## src/rtl/dir_input_queue_if.sv

```systemverilog
// Direction handoff between the input queue and game_path.
// The producer drives the head entry and valid; the consumer drives ready.
interface dir_input_queue_if;
    logic [1:0] dir_out;
    logic       dir_valid;
    logic       dir_ready;

    modport master (output dir_out, output dir_valid, input dir_ready);
    modport slave  (input dir_out, input dir_valid, output dir_ready);
endinterface

```

## src/rtl/dir_input_queue.sv

```systemverilog
// Debounced pushbutton direction queue: sync, debounce, edge detect, filter, 2-entry FIFO.
// Latency DEBOUNCE_CYCLES+3 edges from key_n low to dir_valid; head pops on dir_valid & dir_ready.
// Backpressure: a full queue with no same-cycle pop drops the event and pulses ovf_pulse.
module dir_input_queue #(
    parameter int DEBOUNCE_CYCLES = 4
) (
    input  logic                clk,
    input  logic                rst,
    input  logic [3:0]          key_n,
    input  logic [1:0]          cur_dir,
    dir_input_queue_if.master   dq,
    output logic [1:0]          count,
    output logic                rej_pulse,
    output logic                ovf_pulse
);
    localparam logic [7:0] DB_LAST = 8'(DEBOUNCE_CYCLES - 1);

    logic [3:0] sync1, sync2;
    logic [3:0] deb, deb_d, evt;
    logic [7:0] db_cnt [4];

    logic [1:0] q0, q1, cnt;
    logic       pop, has_evt, bad, accept, push, ovf;
    logic [1:0] cnt_after, evt_dir, ref_dir;

    // Debounced level is stored active-high (1 = pressed); synchronizers hold raw active-low key_n.
    always_ff @(posedge clk) begin
        if (rst) begin
            sync1 <= 4'hF;
            sync2 <= 4'hF;
            deb   <= 4'h0;
            deb_d <= 4'h0;
            evt   <= 4'h0;
            for (int i = 0; i < 4; i++) db_cnt[i] <= 8'd0;
        end else begin
            sync1 <= key_n;
            sync2 <= sync1;
            deb_d <= deb;
            evt   <= deb & ~deb_d;
            for (int i = 0; i < 4; i++) begin
                if (~sync2[i] == deb[i]) begin
                    db_cnt[i] <= 8'd0;
                end else if (db_cnt[i] == DB_LAST) begin
                    db_cnt[i] <= 8'd0;
                    deb[i]    <= ~deb[i];
                end else begin
                    db_cnt[i] <= db_cnt[i] + 8'd1;
                end
            end
        end
    end

    // Key bit index equals its direction code, so priority is simply highest set bit.
    always_comb begin
        evt_dir = 2'd0;
        if (evt[3])      evt_dir = 2'd3;
        else if (evt[2]) evt_dir = 2'd2;
        else if (evt[1]) evt_dir = 2'd1;
        else             evt_dir = 2'd0;
    end

    always_comb begin
        pop       = dq.dir_ready && (cnt != 2'd0);
        cnt_after = cnt - {1'b0, pop};
        has_evt   = |evt;
        if (cnt_after == 2'd0)  ref_dir = cur_dir;
        else if (cnt == 2'd2)   ref_dir = q1;
        else                    ref_dir = q0;
        bad       = (evt_dir == ref_dir) || (evt_dir == ~ref_dir);
        accept    = has_evt && !bad;
        push      = accept && (cnt_after != 2'd2);
        ovf       = accept && (cnt_after == 2'd2);
    end

    always_ff @(posedge clk) begin
        if (rst) begin
            q0        <= 2'd0;
            q1        <= 2'd0;
            cnt       <= 2'd0;
            rej_pulse <= 1'b0;
            ovf_pulse <= 1'b0;
        end else begin
            if (pop) q0 <= q1;
            if (push) begin
                if (cnt_after == 2'd0) q0 <= evt_dir;
                else                   q1 <= evt_dir;
            end
            cnt       <= cnt_after + {1'b0, push};
            rej_pulse <= has_evt && bad;
            ovf_pulse <= ovf;
        end
    end

    assign dq.dir_valid = (cnt != 2'd0);
    assign dq.dir_out   = (cnt != 2'd0) ? q0 : 2'd0;
    assign count        = cnt;
endmodule

```

## src/flat_wrapper.sv

```systemverilog
// flat-port wrapper written by rule: the top's interface ports become plain ports
module dir_input_queue_flat 
#(
    parameter int DEBOUNCE_CYCLES = 4
)
  (clk, rst, key_n, cur_dir, count, rej_pulse, ovf_pulse, dq_dir_out, dq_dir_valid, dq_dir_ready);
  dir_input_queue_if dq_i ();
  input  logic clk;
  input  logic rst;
  input  logic [3:0] key_n;
  input  logic [1:0] cur_dir;
  output logic [1:0] count;
  output logic rej_pulse;
  output logic ovf_pulse;
  output wire logic [$bits(dq_i.dir_out)-1:0] dq_dir_out;
  output wire logic [$bits(dq_i.dir_valid)-1:0] dq_dir_valid;
  input wire logic [$bits(dq_i.dir_ready)-1:0] dq_dir_ready;
  assign dq_dir_out = dq_i.dir_out;
  assign dq_dir_valid = dq_i.dir_valid;
  assign dq_i.dir_ready = dq_dir_ready;
  dir_input_queue #(.DEBOUNCE_CYCLES(DEBOUNCE_CYCLES)) u_core (.clk(clk), .rst(rst), .key_n(key_n), .cur_dir(cur_dir), .dq(dq_i), .count(count), .rej_pulse(rej_pulse), .ovf_pulse(ovf_pulse));
endmodule
```

## config.mk

```make
export PLATFORM = sky130hd
export DESIGN_NAME = dir_input_queue_flat
export DESIGN_NICKNAME = d
export VERILOG_FILES = /design/src/rtl/dir_input_queue_if.sv /design/src/rtl/dir_input_queue.sv /design/src/flat_wrapper.sv
export SDC_FILE = /design/constraint.sdc
export NUM_CORES = 1
export LEC_CHECK = 0
export CORE_ASPECT_RATIO = 1.2
export CORE_MARGIN = 2
export CORE_UTILIZATION = 40
export CTS_BUF_LIST = sky130_fd_sc_hd__clkbuf_16
export DETAILED_ROUTE_END_ITERATION = 12
export GPL_ROUTABILITY_DRIVEN = 0
export RECOVER_POWER = 50
export SLEW_MARGIN = 30
export SYNTH_ARGS = -nofsm -noshare
export SYNTH_HDL_FRONTEND = slang
export SYNTH_SLANG_ARGS = --single-unit
```

## constraint.sdc

```tcl
create_clock -name clk -period 3.9 [get_ports clk]
set_clock_uncertainty 0.15 [all_clocks]
set_input_delay 0.975 -clock clk [delete_from_list [all_inputs] [get_ports clk]]
set_output_delay 0.975 -clock clk [all_outputs]
set_load 0.01 [all_outputs]
```

# Word-level counts from Yosys, hierarchy flattened
# Memories as Yosys holds them, arrays and structs flattened.
# Cells that the tools add are included.
[classes]
bitwise_logic = 28
mux = 67
addsub = 6
eq_ne = 13
n_reduce_logical = 15
[ops]
columns = ["cell", "count"]
rows = [
  ["$mux 8", 12],
  ["$mux 1", 47],
  ["$add 8x1->8 const B", 4],
  ["$eq 8x2->1 const B", 4],
  ["$mux 2", 8],
  ["$not 1->1", 13],
  ["$or 1x1->1", 12],
  ["$reduce_and 2->1", 5],
  ["$logic_and 1x1->1", 5],
  ["$and 4x4->4", 1],
  ["$eq 1x1->1", 4],
  ["$eq 2x2->1", 2],
  ["$eq 2x2->1 const B", 2],
  ["$not 4->4", 1],
  ["$reduce_or 4->1", 1],
  ["$add 2x1->2", 1],
  ["$logic_not 2->1", 1],
  ["$ne 2x2->1 const B", 1],
  ["$not 2->2", 1],
  ["$reduce_bool 2->1", 1],
  ["$sub 2x1->2", 1],
  ["$logic_not 1->1", 1],
  ["$logic_or 1x1->1", 1],
]
[word_totals]
ramBits = 32
output_inout_bits = 7
mem_count = 1
in_bits = 9
elab_cells = 143
ff_bits = 28
[memory_table]
columns = ["memory", "words", "word_bits", "rd", "rd_ports_with_merged_regs", "write_ports", "line_no", "rtl"]
rows = [
  ["u_core.db_cnt", 4, 8, 4, 0, 4, "dir_input_queue.sv:20", "logic [7:0] db_cnt [4];"],
]

# Longest topological paths before layout
# Gate-level depths: netlist (run 1).
[depth]
word_depth = 12
ltp_mapped = 12
depth_no_buf = 12

# Least setup slack after synthesis (run 1)
# OpenSTA, ideal clock, no wires.
[synth_timing]
kind = "input to register"
startpoint = "input port dq_dir_ready"
endpoint = "register u_core.cnt[1], in the netlist u_core.count[1]"
path_buffers = 0
setup_ns = 0.129
setup_slack_ns = 0.836
cell_stages = 12
required_time_ns = 3.621
arrival_ns = 2.785
cell_sequence = "o21ai_0 > inv_1 > ha_1 > nand2b_4 > o22ai_2 > a31oi_4 > mux2i_1 > a21oi_1 > ha_1 > xor2_1 > xnor2_1 > nor2_1"
[synth_between]
elab_chain_cells = 11
word_cells_on_any_way = 13
classes_between = "add/sub: 2; eq/ne: 3; mux: 1; bitwise: 1; reduce/logical: 6"
[synth_lines]
columns = ["element", "line_no", "rtl"]
rows = [
  ["start, declared", "flat_wrapper.sv:17", "input wire logic [$bits(dq_i.dir_ready)-1:0] dq_dir_ready;"],
  ["$logic_and 1x1->1 *", "dir_input_queue.sv:63", "pop = dq.dir_ready && (cnt != 2'd0);"],
  ["$sub 2x1->2 *", "dir_input_queue.sv:64", "cnt_after = cnt - {1'b0, pop};"],
  ["$logic_not 2->1", "dir_input_queue.sv:66", "if (cnt_after == 2'd0) ref_dir = cur_dir;"],
  ["$mux 2", "dir_input_queue.sv:66", ""],
  ["$not 2->2", "dir_input_queue.sv:69", "bad = (evt_dir == ref_dir) || (evt_dir == ~ref_dir);"],
  ["$eq 2x2->1", "dir_input_queue.sv:69", ""],
  ["$logic_or 1x1->1", "dir_input_queue.sv:69", ""],
  ["$logic_not 1->1", "dir_input_queue.sv:70", "accept = has_evt && !bad;"],
  ["$logic_and 1x1->1", "dir_input_queue.sv:70", ""],
  ["$logic_and 1x1->1", "dir_input_queue.sv:71", "push = accept && (cnt_after != 2'd2);"],
  ["$add 2x1->2 *", "dir_input_queue.sv:88", "cnt <= cnt_after + {1'b0, push};"],
  ["end signal, assigned", "dir_input_queue.sv:88", ""],
  ["end, declared", "dir_input_queue.sv:22", "logic [1:0] q0, q1, cnt;"],
]
# Every way passes the cells marked *; elsewhere a longest branch is shown, timed or not.
# A chain may end at the register's enable or synchronous reset.

# Final worst setup path (run 1)
# Ends and elaborated chain as after synthesis.

==> impl_metrics.csv, run 1 <==
group,metric,value,unit
setup_path,end_kind,"register",
drt,final_antenna_net_count,0,
clock_tree,holdBufCountCts,0,
floorplanning,die-height,94.77,µm
setup_path,cp-start-kind,"input port",
timing,setup-tns-final,0,ns
clock_tree,cts_inserted_buffers,9,
clock_tree,cts_setup_buffers,0,
run_status,status,"finished clean",
timing,layout_min_cycle_time,3.335,ns
synthesis,ys_seq_elements,60,
layout,fin_util,50.42,%
drt,route.vias.total,1807,
setup_path,timing.critical_path.required,3.94,ns
timing,timing.final.hold_violations,0,
timing,finalSetupViolations,0,
layout,finish.net_count,324,
global_route,grt_antenna_before_repair,0,
timing,finalCritPeriodShare,85.50,%
drt,wirelength,4.128,mm
layout,final_cell_count_no_fill,401,
worst_hold_path,holdCritPathClass,"register to register",
layout,fillers,638,
global_route,first_global_vias,1656,
floorplanning,std_cell_rows,33,
power_and_ir_drop,total_leakage_power,1.326,nW
placement,port-buffer-count,15,
synthesis,synth-edff-count,32,
timing,clock.fmax,0.2999,GHz
drt,detail_routed_net_length_per_standard_cell,10.29,µm
synthesis,number_of_different_library_cells_in_the_post_synthesis_netlist,37,
placement,place_inst,385,
global_route,grt_pass1_wl,7.010,mm
timing,final_max_slew_viol_count,0,
drt,drt-vias-per-instance,4.506,
global_route,grt_overflow,0,
synthesis,syn_inst,255,
synthesis,post_synthesis_area_per_instance,10.77,µm²
drt,drc_violations_left,0,
clock_tree,insertion_delay_of_the_later_clocked_pin_in_the_worst_skew_pair,0.32,ns
drt,detailroute.wirelength.met2,1.926,mm
timing,slew_headroom,60.20,%
synthesis,ys_dominant_reg_cell,"sky130_fd_sc_hd__edfxtp_1",
timing,hold_worst_slack,0.2296,ns
floorplanning,die_w,79.64,µm
clock_tree,htreeDepth,3,
layout,insertedDiodeCount,0,
synthesis,total_of_warnings_raised_by_yosys,0,
layout,area_delta_synth_final,23.55,%
synthesis,synth-async-reset-ratio,0,%
clock_tree,clkSinkCount,60,
drt,highest_routed_metal_layer,"met4",
setup_path,critPathMaxFanout,6,
clock_tree,cts_max_path_buffers,2,
drt,met3WireLength,154,µm
global_route,grt_max_degree,20,
global_route,grtUsageTotal,12.31,%
run,max_cap_violations,0,
synthesis,ys_seq_area_share,55.40,%
setup_path,timing_worst_setup_path_type,"input port to register",
drt,detailedRoute.firstIterationViolations,72,
synthesis,post_synth_instance_area,2746,µm²
drt,detail_route.first_pass.iterations,4,
layout,post_route_cells_drive_above_1_share,10.19,%
clock_tree,clkSlewWorstSetupHoldPaths,0.05,ns
setup_path,arrival,3.38,ns
floorplanning,effective_utilization_at_floorplan,40.81,%
placement,place_hpwl,2.941,mm
clock_tree,ctsRootBufferMaster,"sky130_fd_sc_hd__clkbuf_16",
clock_tree,tritoncts,"built",
drt,drt-met1-wl,1.965,mm
floorplanning,design.die.area,7547,µm²
timing,worstMarginPinSlew,0.5950,ns
power_and_ir_drop,largest_vdd_supply_drop,269.8,µV
timing,grt_setup_unrepaired,"no",
power_and_ir_drop,power.density,522.8,nW/µm²
power_and_ir_drop,design_power,0.001774,W
clock_tree,cts.repair.resized,0,
floorplanning,core,6730,µm²
floorplanning,floorplan.io_pins,16,
[critical path, cell delays in order]
cell and delay, ns:
sky130_fd_sc_hd__clkdlybuf4s50_1 0.39, sky130_fd_sc_hd__o21ai_0 0.19, sky130_fd_sc_hd__inv_1 0.09, sky130_fd_sc_hd__ha_1 0.39
sky130_fd_sc_hd__nand2b_4 0.13, sky130_fd_sc_hd__o22ai_2 0.08, sky130_fd_sc_hd__a31oi_4 0.24, sky130_fd_sc_hd__mux2i_1 0.27
sky130_fd_sc_hd__a21oi_1 0.07, sky130_fd_sc_hd__ha_1 0.20, sky130_fd_sc_hd__xor2_1 0.16, sky130_fd_sc_hd__xnor2_1 0.14
sky130_fd_sc_hd__nor2_1 0.05
[cells in the mapped netlist (all sizes together) (2+ instances only)]
library cell	n	area (µm²)
mux2	2	22.52
inv	8	30.03
nor4	2	18.77
mux2i	4	40.04
nor3	4	20.02
or2	11	68.82
nand2b	5	38.78
clkbuf	3	11.26
xnor2	13	113.9
a21oi	4	20.02
nor2b	13	81.33
nor2	49	183.9
a211oi	4	30.03
nand3	16	80.08
dfxtp	28	560.5
ha	6	75.07
nand2	9	33.78
xor2	20	175.2
edfxtp	32	960.9
nor4b	2	17.52
and3	6	37.54
[where the power goes]
part | switching (W) | leakage, nW | internal, W
sequential | 0.0000338 | 0.558 | 0.000698
combinational | 0.000151 | 0.627 | 0.000148
clock | 0.000260 | 0.141 | 0.000484
total | 0.000444 | 1.33 | 0.00133
[flip-flops by register name (all words and copies together), names as in the netlist, 2 cells and up]
signal,flops
u_core.deb,4
u_core.sync1,4
u_core.sync2,4
u_core.q0,2
u_core.evt,4
u_core.q1,2
u_core.deb_d,4
u_core.db_cnt,32
u_core.count,2
[path summary, 6_finish.rpt]
check                  start              end  slack (ns)  depth (start not counted)
max reg2reg  u_core.count[1]  u_core.count[1]        0.98                         12
min reg2reg  u_core.deb_d[3]    u_core.evt[3]        0.23                          1
min          u_core.deb_d[3]    u_core.evt[3]        0.23                          1
max             dq_dir_ready  u_core.count[1]        0.57                         13
[placed cells by master (no fill, tap or decap), types with 11 or more instances in the layout]
master,n
sky130_fd_sc_hd__dfxtp_1,28
sky130_fd_sc_hd__xnor2_1,13
sky130_fd_sc_hd__xor2_1,20
sky130_fd_sc_hd__or2_2,11
sky130_fd_sc_hd__clkdlybuf4s50_1,11
sky130_fd_sc_hd__conb_1,32
sky130_fd_sc_hd__edfxtp_1,32
sky130_fd_sc_hd__nand3_1,16
sky130_fd_sc_hd__nor2b_1,13
sky130_fd_sc_hd__nor2_1,49
[per-layer routing]
metal	vias up	global-route usage (%)
li1	951	-
met1	825	14.40
met2	24	19.82
met3	7	4.302
met4	0	6.466
met5	-	0
[final cells by class]
class	count	area, µm²	area share [%]
clock inverter	7	58.81	1.733
timing repair buffer	16	153.9	4.535
inverter	8	30.03	0.8850
clock buffer	9	225.2	6.637
sequential	60	1521	44.84
multi-input combinational	214	1295	38.16
tap	87	108.9	3.208
[metrics by stage]
| stage | setup slack, ns | cell area (µm²) |
|---|---|---|
| 6_report | 0.5653 | 3393 |
| 5_1_grt | 0.3635 | 3393 |
| 4_1_cts | 0.5808 | 3397 |
| 3_5_place_dp | 0.2361 | 3113 |
| 3_3_place_gp | 0.3155 | 3113 |
| 2_1_floorplan | 0.8361 | 2863 |
[logic make-up (layout without fill, tap and decap cells)]
family,after synthesis,after routing,synth area share (%)
other,1,32,0.1365
AND/OR/NAND/NOR,121,121,22.23
adder cells (fa/ha/maj),6,6,2.733
buffers and inverters,12,40,1.685
multiplexers,6,6,2.278
AO/OA/AOI/OAI,16,16,5.011
flip-flops,60,60,55.40
XOR/XNOR,33,33,10.52
Power figures use the tool's default switching activity.
==> run 2, diff against run 1 <==
CTS_BUF_LIST = default   (was sky130_fd_sc_hd__clkbuf_16)
MAX_ROUTING_LAYER = met4   (was default)
SKIP_LAST_GASP = 1   (was default)
==> run 2 against run 1 <==
  * Combinational power hardly changed
  * Die area is the same
  * First-iteration DRC count is 18% lower
  * Via count rose by 0.28%
  * Utilization fell by 1.2 points
  * Sequential share of layout area rose by 1.1 points
  * Total power decreased by 10%
  * Final area fell by 2.4%
  * Maximum frequency rose by 0.43%
  * Global-route usage increased by 0.71 points
  * Routed wire length rose by 0.41%
  * Critical path type unchanged
==> impl_metrics.csv, run 2 (synthesis results as in run 1) <==
group,metric,value,unit
global_route,grt_antenna_before_repair,0,
clock_tree,tritoncts,"built",
timing,grt_setup_unrepaired,"no",
drt,detail_routed_net_length_per_standard_cell,10.34,µm
drt,drt-vias-per-instance,4.519,
drt,final_antenna_net_count,0,
floorplanning,floorplan.io_pins,16,
setup_path,timing.critical_path.required,3.96,ns
placement,place_inst,385,
clock_tree,clkSlewWorstSetupHoldPaths,0.07,ns
drt,detail_route.first_pass.iterations,3,
clock_tree,cts_max_path_buffers,2,
drt,detailedRoute.firstIterationViolations,59,
drt,highest_routed_metal_layer,"met4",
clock_tree,clkSinkCount,60,
global_route,first_global_vias,1660,
global_route,grt_overflow,0,
clock_tree,htreeDepth,3,
run_status,status,"finished clean",
layout,area_delta_synth_final,20.59,%
setup_path,arrival,3.38,ns
setup_path,cp-start-kind,"input port",
timing,finalSetupViolations,0,
power_and_ir_drop,largest_vdd_supply_drop,265.4,µV
clock_tree,holdBufCountCts,0,
floorplanning,die_w,79.64,µm
timing,final_max_slew_viol_count,0,
drt,detailroute.wirelength.met2,1.965,mm
worst_hold_path,holdCritPathClass,"register to register",
setup_path,r2r_start,"u_core.count[1]",
setup_path,worstPathBufferInverterCount,2,
layout,finish.net_count,324,
timing,setup-tns-final,0,ns
clock_tree,ctsRootBufferMaster,"sky130_fd_sc_hd__clkbuf_8",
setup_path,worst_path_largest_cell_delay,0.39,ns
floorplanning,effective_utilization_at_floorplan,40.81,%
layout,top_register,"u_core.db_cnt",
setup_path,worst-r2r-cell-count,12,
clock_tree,insertion_delay_of_the_later_clocked_pin_in_the_worst_skew_pair,0.33,ns
layout,post_route_cells_drive_above_1_share,10.83,%
drt,route.vias.total,1812,
floorplanning,design.die.area,7547,µm²
power_and_ir_drop,power.density,480.4,nW/µm²
timing,timing.final.hold_violations,0,
global_route,grt_max_degree,20,
layout,layout_commonest_cell,"sky130_fd_sc_hd__nor2_1",
drt,drc_violations_left,0,
drt,met3WireLength,103,µm
setup_path,end_kind,"register",
clock_tree,cts.repair.resized,0,
run,max_cap_violations,0,
layout,max_reg_flops,32,
setup_path,crit_slowest_cell,"sky130_fd_sc_hd__clkdlybuf4s50_1",
clock_tree,cts_inserted_buffers,9,
setup_path,critPathMaxFanout,6,
layout,fin_util,49.21,%
setup_path,worstPathCellList,"clkdlybuf4s50_1 -> o21ai_0 -> inv_1 -> ha_1 -> nand2b_4 -> o22ai_2 -> a31oi_4 -> mux2i_1 -> a21oi_1 -> ha_1 -> xor2_1 -> xnor2_1 -> nor2_1",
timing,finalCritPeriodShare,85.14,%
setup_path,worst_path_dominant_cell_family,"adder cells",
setup_path,critical_path.most_common_cell,"sky130_fd_sc_hd__ha_1",
placement,place_hpwl,2.941,mm
setup_path,crit_end,"u_core.count[1]",
floorplanning,core,6730,µm²
global_route,grt_pass1_wl,7.079,mm
floorplanning,die-height,94.77,µm
floorplanning,std_cell_rows,33,
placement,port-buffer-count,15,
setup_path,crit_cells,13,
timing,clock.fmax,0.3012,GHz
timing,layout_min_cycle_time,3.320,ns
setup_path,timing_worst_setup_path_type,"input port to register",
clock_tree,cts_setup_buffers,0,
setup_path,rrSetupSlack,0.97,ns
drt,wirelength,4.145,mm
setup_path,critical_path.reg2reg.endpoint,"u_core.count[1]",
setup_path,timing.critical_path.from,"dq_dir_ready",
timing,worstMarginPinSlew,0.6027,ns
drt,drt-met1-wl,1.949,mm
power_and_ir_drop,total_leakage_power,1.287,nW
layout,mostFrequentLayoutCells,"49 x sky130_fd_sc_hd__nor2_1, 32 x sky130_fd_sc_hd__edfxtp_1, 32 x sky130_fd_sc_hd__conb_1",
power_and_ir_drop,design_power,0.001591,W
layout,insertedDiodeCount,0,
layout,final_cell_count_no_fill,401,
timing,slew_headroom,59.68,%
global_route,grtUsageTotal,13.02,%
run 2: cell types whose count changed in the layout (fill, tap and decap cells not counted):
cell	before	now
sky130_fd_sc_hd__clkbuf_1	1	2
sky130_fd_sc_hd__clkbuf_16	9	0
sky130_fd_sc_hd__clkbuf_8	0	11
sky130_fd_sc_hd__clkinv_1	2	0
sky130_fd_sc_hd__inv_1	9	8
run 2: area by class of cell:
type | instances | area, µm²
clock buffer | 12 | 155.1
fill | 648 | 3418
sequential | 60 | 1521
tap | 87 | 108.9
timing repair buffer | 16 | 153.9
clock inverter | 4 | 47.55
multi-input combinational | 214 | 1295
inverter | 8 | 30.03
run 2: per-layer routing:
metal,vias to the layer above,global-route usage [%]
met5,-,-
met4,0,8.621
met3,12,4.302
met2,17,19.89
met1,836,14.47
li1,947,-
run 2: report_power, final:
part	leakage (nW)	total, W	switching, W	internal (W)
clock network	0.102	0.000563	0.000235	0.000328
logic	0.627	0.000298	0.000150	0.000148
registers	0.558	0.000730	0.0000336	0.000697
total	1.29	0.00159	0.000419	0.00117
run 2: worst min-delay path by stage:
stage                          startpoint            end  slack, ns  cells past startpoint
after detailed placement  u_core.deb_d[0]  u_core.evt[0]       0.22                      1
after floorplan           u_core.deb_d[0]  u_core.evt[0]       0.22                      1
after global routing      u_core.deb_d[3]  u_core.evt[3]       0.24                      1
after CTS                 u_core.deb_d[0]  u_core.evt[0]       0.23                      1
final                     u_core.deb_d[3]  u_core.evt[3]       0.23                      1
after global placement    u_core.deb_d[1]  u_core.evt[1]       0.22                      1
run 2: per-stage QoR:
stage	hold slack (ns)	setup WS, ns	cell area (µm²)
6_report	0.2335	0.5797	3312
5_1_grt	0.2431	0.3913	3312
4_1_cts	0.2337	0.6111	3316
3_5_place_dp	0.2243	0.2361	3113
3_3_place_gp	0.2232	0.3155	3113
2_1_floorplan	0.2174	0.8361	2863
==> run 3, diff against run 2 <==
ABC_CLOCK_PERIOD_IN_PS = 3900   (was default)
CORE_ASPECT_RATIO = 1.4   (was 1.2)
==> run 3 against run 2 <==
  * Cell count is 1.2% higher
  * Sequential share of layout area is 0.10 points higher
  * Sequential power is essentially flat
  * Flip-flop and latch count unchanged
  * Global-route usage shrank 0.41 points
  * Worst setup slack gained 0.022 ns
  * Non-clock buffer count stayed put
==> impl_metrics.csv, run 3 (synthesis results as in run 1) <==
group,metric,value,unit
run_status,status,"finished clean",
global_route,grtUsageTotal,12.61,%
placement,port-buffer-count,15,
global_route,first_global_vias,1708,
clock_tree,htreeDepth,3,
timing,timing.final.hold_violations,0,
timing,slew_headroom,61.46,%
floorplanning,design.die.area,7554,µm²
layout,post_route_cells_drive_above_1_share,10.51,%
layout,top_register,"u_core.db_cnt",
power_and_ir_drop,power.density,467.8,nW/µm²
drt,detail_route.first_pass.iterations,4,
setup_path,critPathMaxFanout,6,
floorplanning,std_cell_rows,35,
clock_tree,cts_inserted_buffers,9,
floorplanning,die-height,102.0,µm
drt,route.vias.total,1804,
layout,area_delta_synth_final,20.32,%
timing,hold_worst_slack,0.2300,ns
layout,mostFrequentLayoutCells,"49 x sky130_fd_sc_hd__nor2_1, 32 x sky130_fd_sc_hd__edfxtp_1, 32 x sky130_fd_sc_hd__conb_1",
drt,drc_violations_left,0,
placement,place_hpwl,3.036,mm
global_route,grt_antenna_before_repair,0,
global_route,grt_pass1_wl,7.107,mm
setup_path,crit_slowest_cell,"sky130_fd_sc_hd__clkdlybuf4s50_1",
drt,final_antenna_net_count,0,
timing,final_max_slew_viol_count,0,
clock_tree,clkSinkCount,60,
clock_tree,cts_setup_buffers,0,
setup_path,arrival,3.35,ns
power_and_ir_drop,total_leakage_power,1.280,nW
timing,layout_min_cycle_time,3.298,ns
setup_path,cp-start-kind,"input port",
floorplanning,die_w,74.03,µm
timing,setup-tns-final,0,ns
layout,max_reg_flops,32,
clock_tree,ctsRootBufferMaster,"sky130_fd_sc_hd__clkbuf_8",
clock_tree,insertion_delay_of_the_later_clocked_pin_in_the_worst_skew_pair,0.33,ns
layout,ff_latch_area,1521,µm²
global_route,grt_overflow,0,
drt,drt-vias-per-instance,4.443,
clock_tree,cts.repair.resized,0,
setup_path,end_kind,"register",
timing,worstMarginPinSlew,0.5701,ns
timing,grt_setup_unrepaired,"no",
layout,insertedDiodeCount,0,
global_route,grt_max_degree,20,
drt,wirelength,4.041,mm
timing,clock.fmax,0.3032,GHz
clock_tree,clkSlewWorstSetupHoldPaths,0.07,ns
setup_path,worst_path_largest_cell_delay,0.39,ns
power_and_ir_drop,largest_vdd_supply_drop,206.2,µV
timing,finalCritPeriodShare,84.58,%
clock_tree,cts_max_path_buffers,2,
setup_path,worstPathCellList,"clkdlybuf4s50_1 -> o21ai_0 -> inv_1 -> ha_1 -> nand2b_4 -> o22ai_2 -> a31oi_4 -> mux2i_1 -> a21oi_1 -> ha_1 -> xor2_1 -> xnor2_1 -> nor2_1",
layout,layout_commonest_cell,"sky130_fd_sc_hd__nor2_1",
worst_hold_path,holdCritPathClass,"register to register",
setup_path,critical_path.most_common_cell,"sky130_fd_sc_hd__ha_1",
drt,detail_routed_net_length_per_standard_cell,9.953,µm
drt,detailedRoute.firstIterationViolations,39,
clock_tree,holdBufCountCts,0,
clock_tree,tritoncts,"built",
setup_path,timing.critical_path.required,3.95,ns
layout,finish.net_count,324,
layout,multi_input_area,1295,µm²
floorplanning,effective_utilization_at_floorplan,41.53,%
setup_path,timing_worst_setup_path_type,"input port to register",
run,max_cap_violations,0,
timing,finalSetupViolations,0,
floorplanning,core,6613,µm²
floorplanning,floorplan.io_pins,16,
layout,fillers,635,
[run 3: final cells by class]
| type | instances | area share [%] |
|---|---|---|
| clock buffers | 13 | 5.150 |
| well taps | 92 | 3.484 |
| repair buffers | 16 | 4.657 |
| multi-input cells | 214 | 39.19 |
| flip-flops and latches | 60 | 46.04 |
| inverters | 8 | 0.9087 |
| clock inverters | 3 | 0.5680 |
[run 3: path summary, 6_finish.rpt]
check | startpoint | endpoint | slack [ns] | depth (start not counted)
hold / removal | u_core.deb_d[2] | u_core.evt[2] | 0.23 | 1
hold reg to reg | u_core.deb_d[2] | u_core.evt[2] | 0.23 | 1
setup reg to reg | u_core.count[1] | u_core.count[1] | 1.03 | 12
setup / recovery | dq_dir_ready | u_core.count[1] | 0.60 | 13
[run 3: routing by layer]
layer	global-route usage [%]	vias to the layer above	wire, µm
met5	-	-	0
met2	19.71	22	1995
met3	3.550	6	145
met4	6.713	0	63
met1	14.53	826	1836
li1	-	950	-
[run 3: worst max-delay path, delay by kind of cell]
family | cells | cell delay, ns
adder cells (fa/ha/maj) | 2 | 0.60
AO/OA/AOI/OAI | 4 | 0.56
buffers and inverters | 2 | 0.48
XOR/XNOR | 2 | 0.30
multiplexers | 1 | 0.26
AND/OR/NAND/NOR | 2 | 0.18
[run 3: stage by stage]
stage,cells,total power [W],util (%),setup slack (ns),instance area (µm²)
final,406,0.001546,49.97,0.6016,3304
after global routing,406,0.001634,49.97,0.4509,3304
after CTS,406,0.001572,50.03,0.6178,3308
after detailed placement,390,0.001047,47.17,0.2705,3119
after global placement,390,0.001042,47.17,0.3319,3119
after floorplan,286,0.0009668,-,0.8361,2863
[run 3: power by group]
part	switching (W)	leakage, nW	internal, W	total (W)
Clock	0.000231	0.0985	0.000286	0.000517
Sequential	0.0000322	0.558	0.000697	0.000729
Combinational	0.000151	0.624	0.000149	0.000300
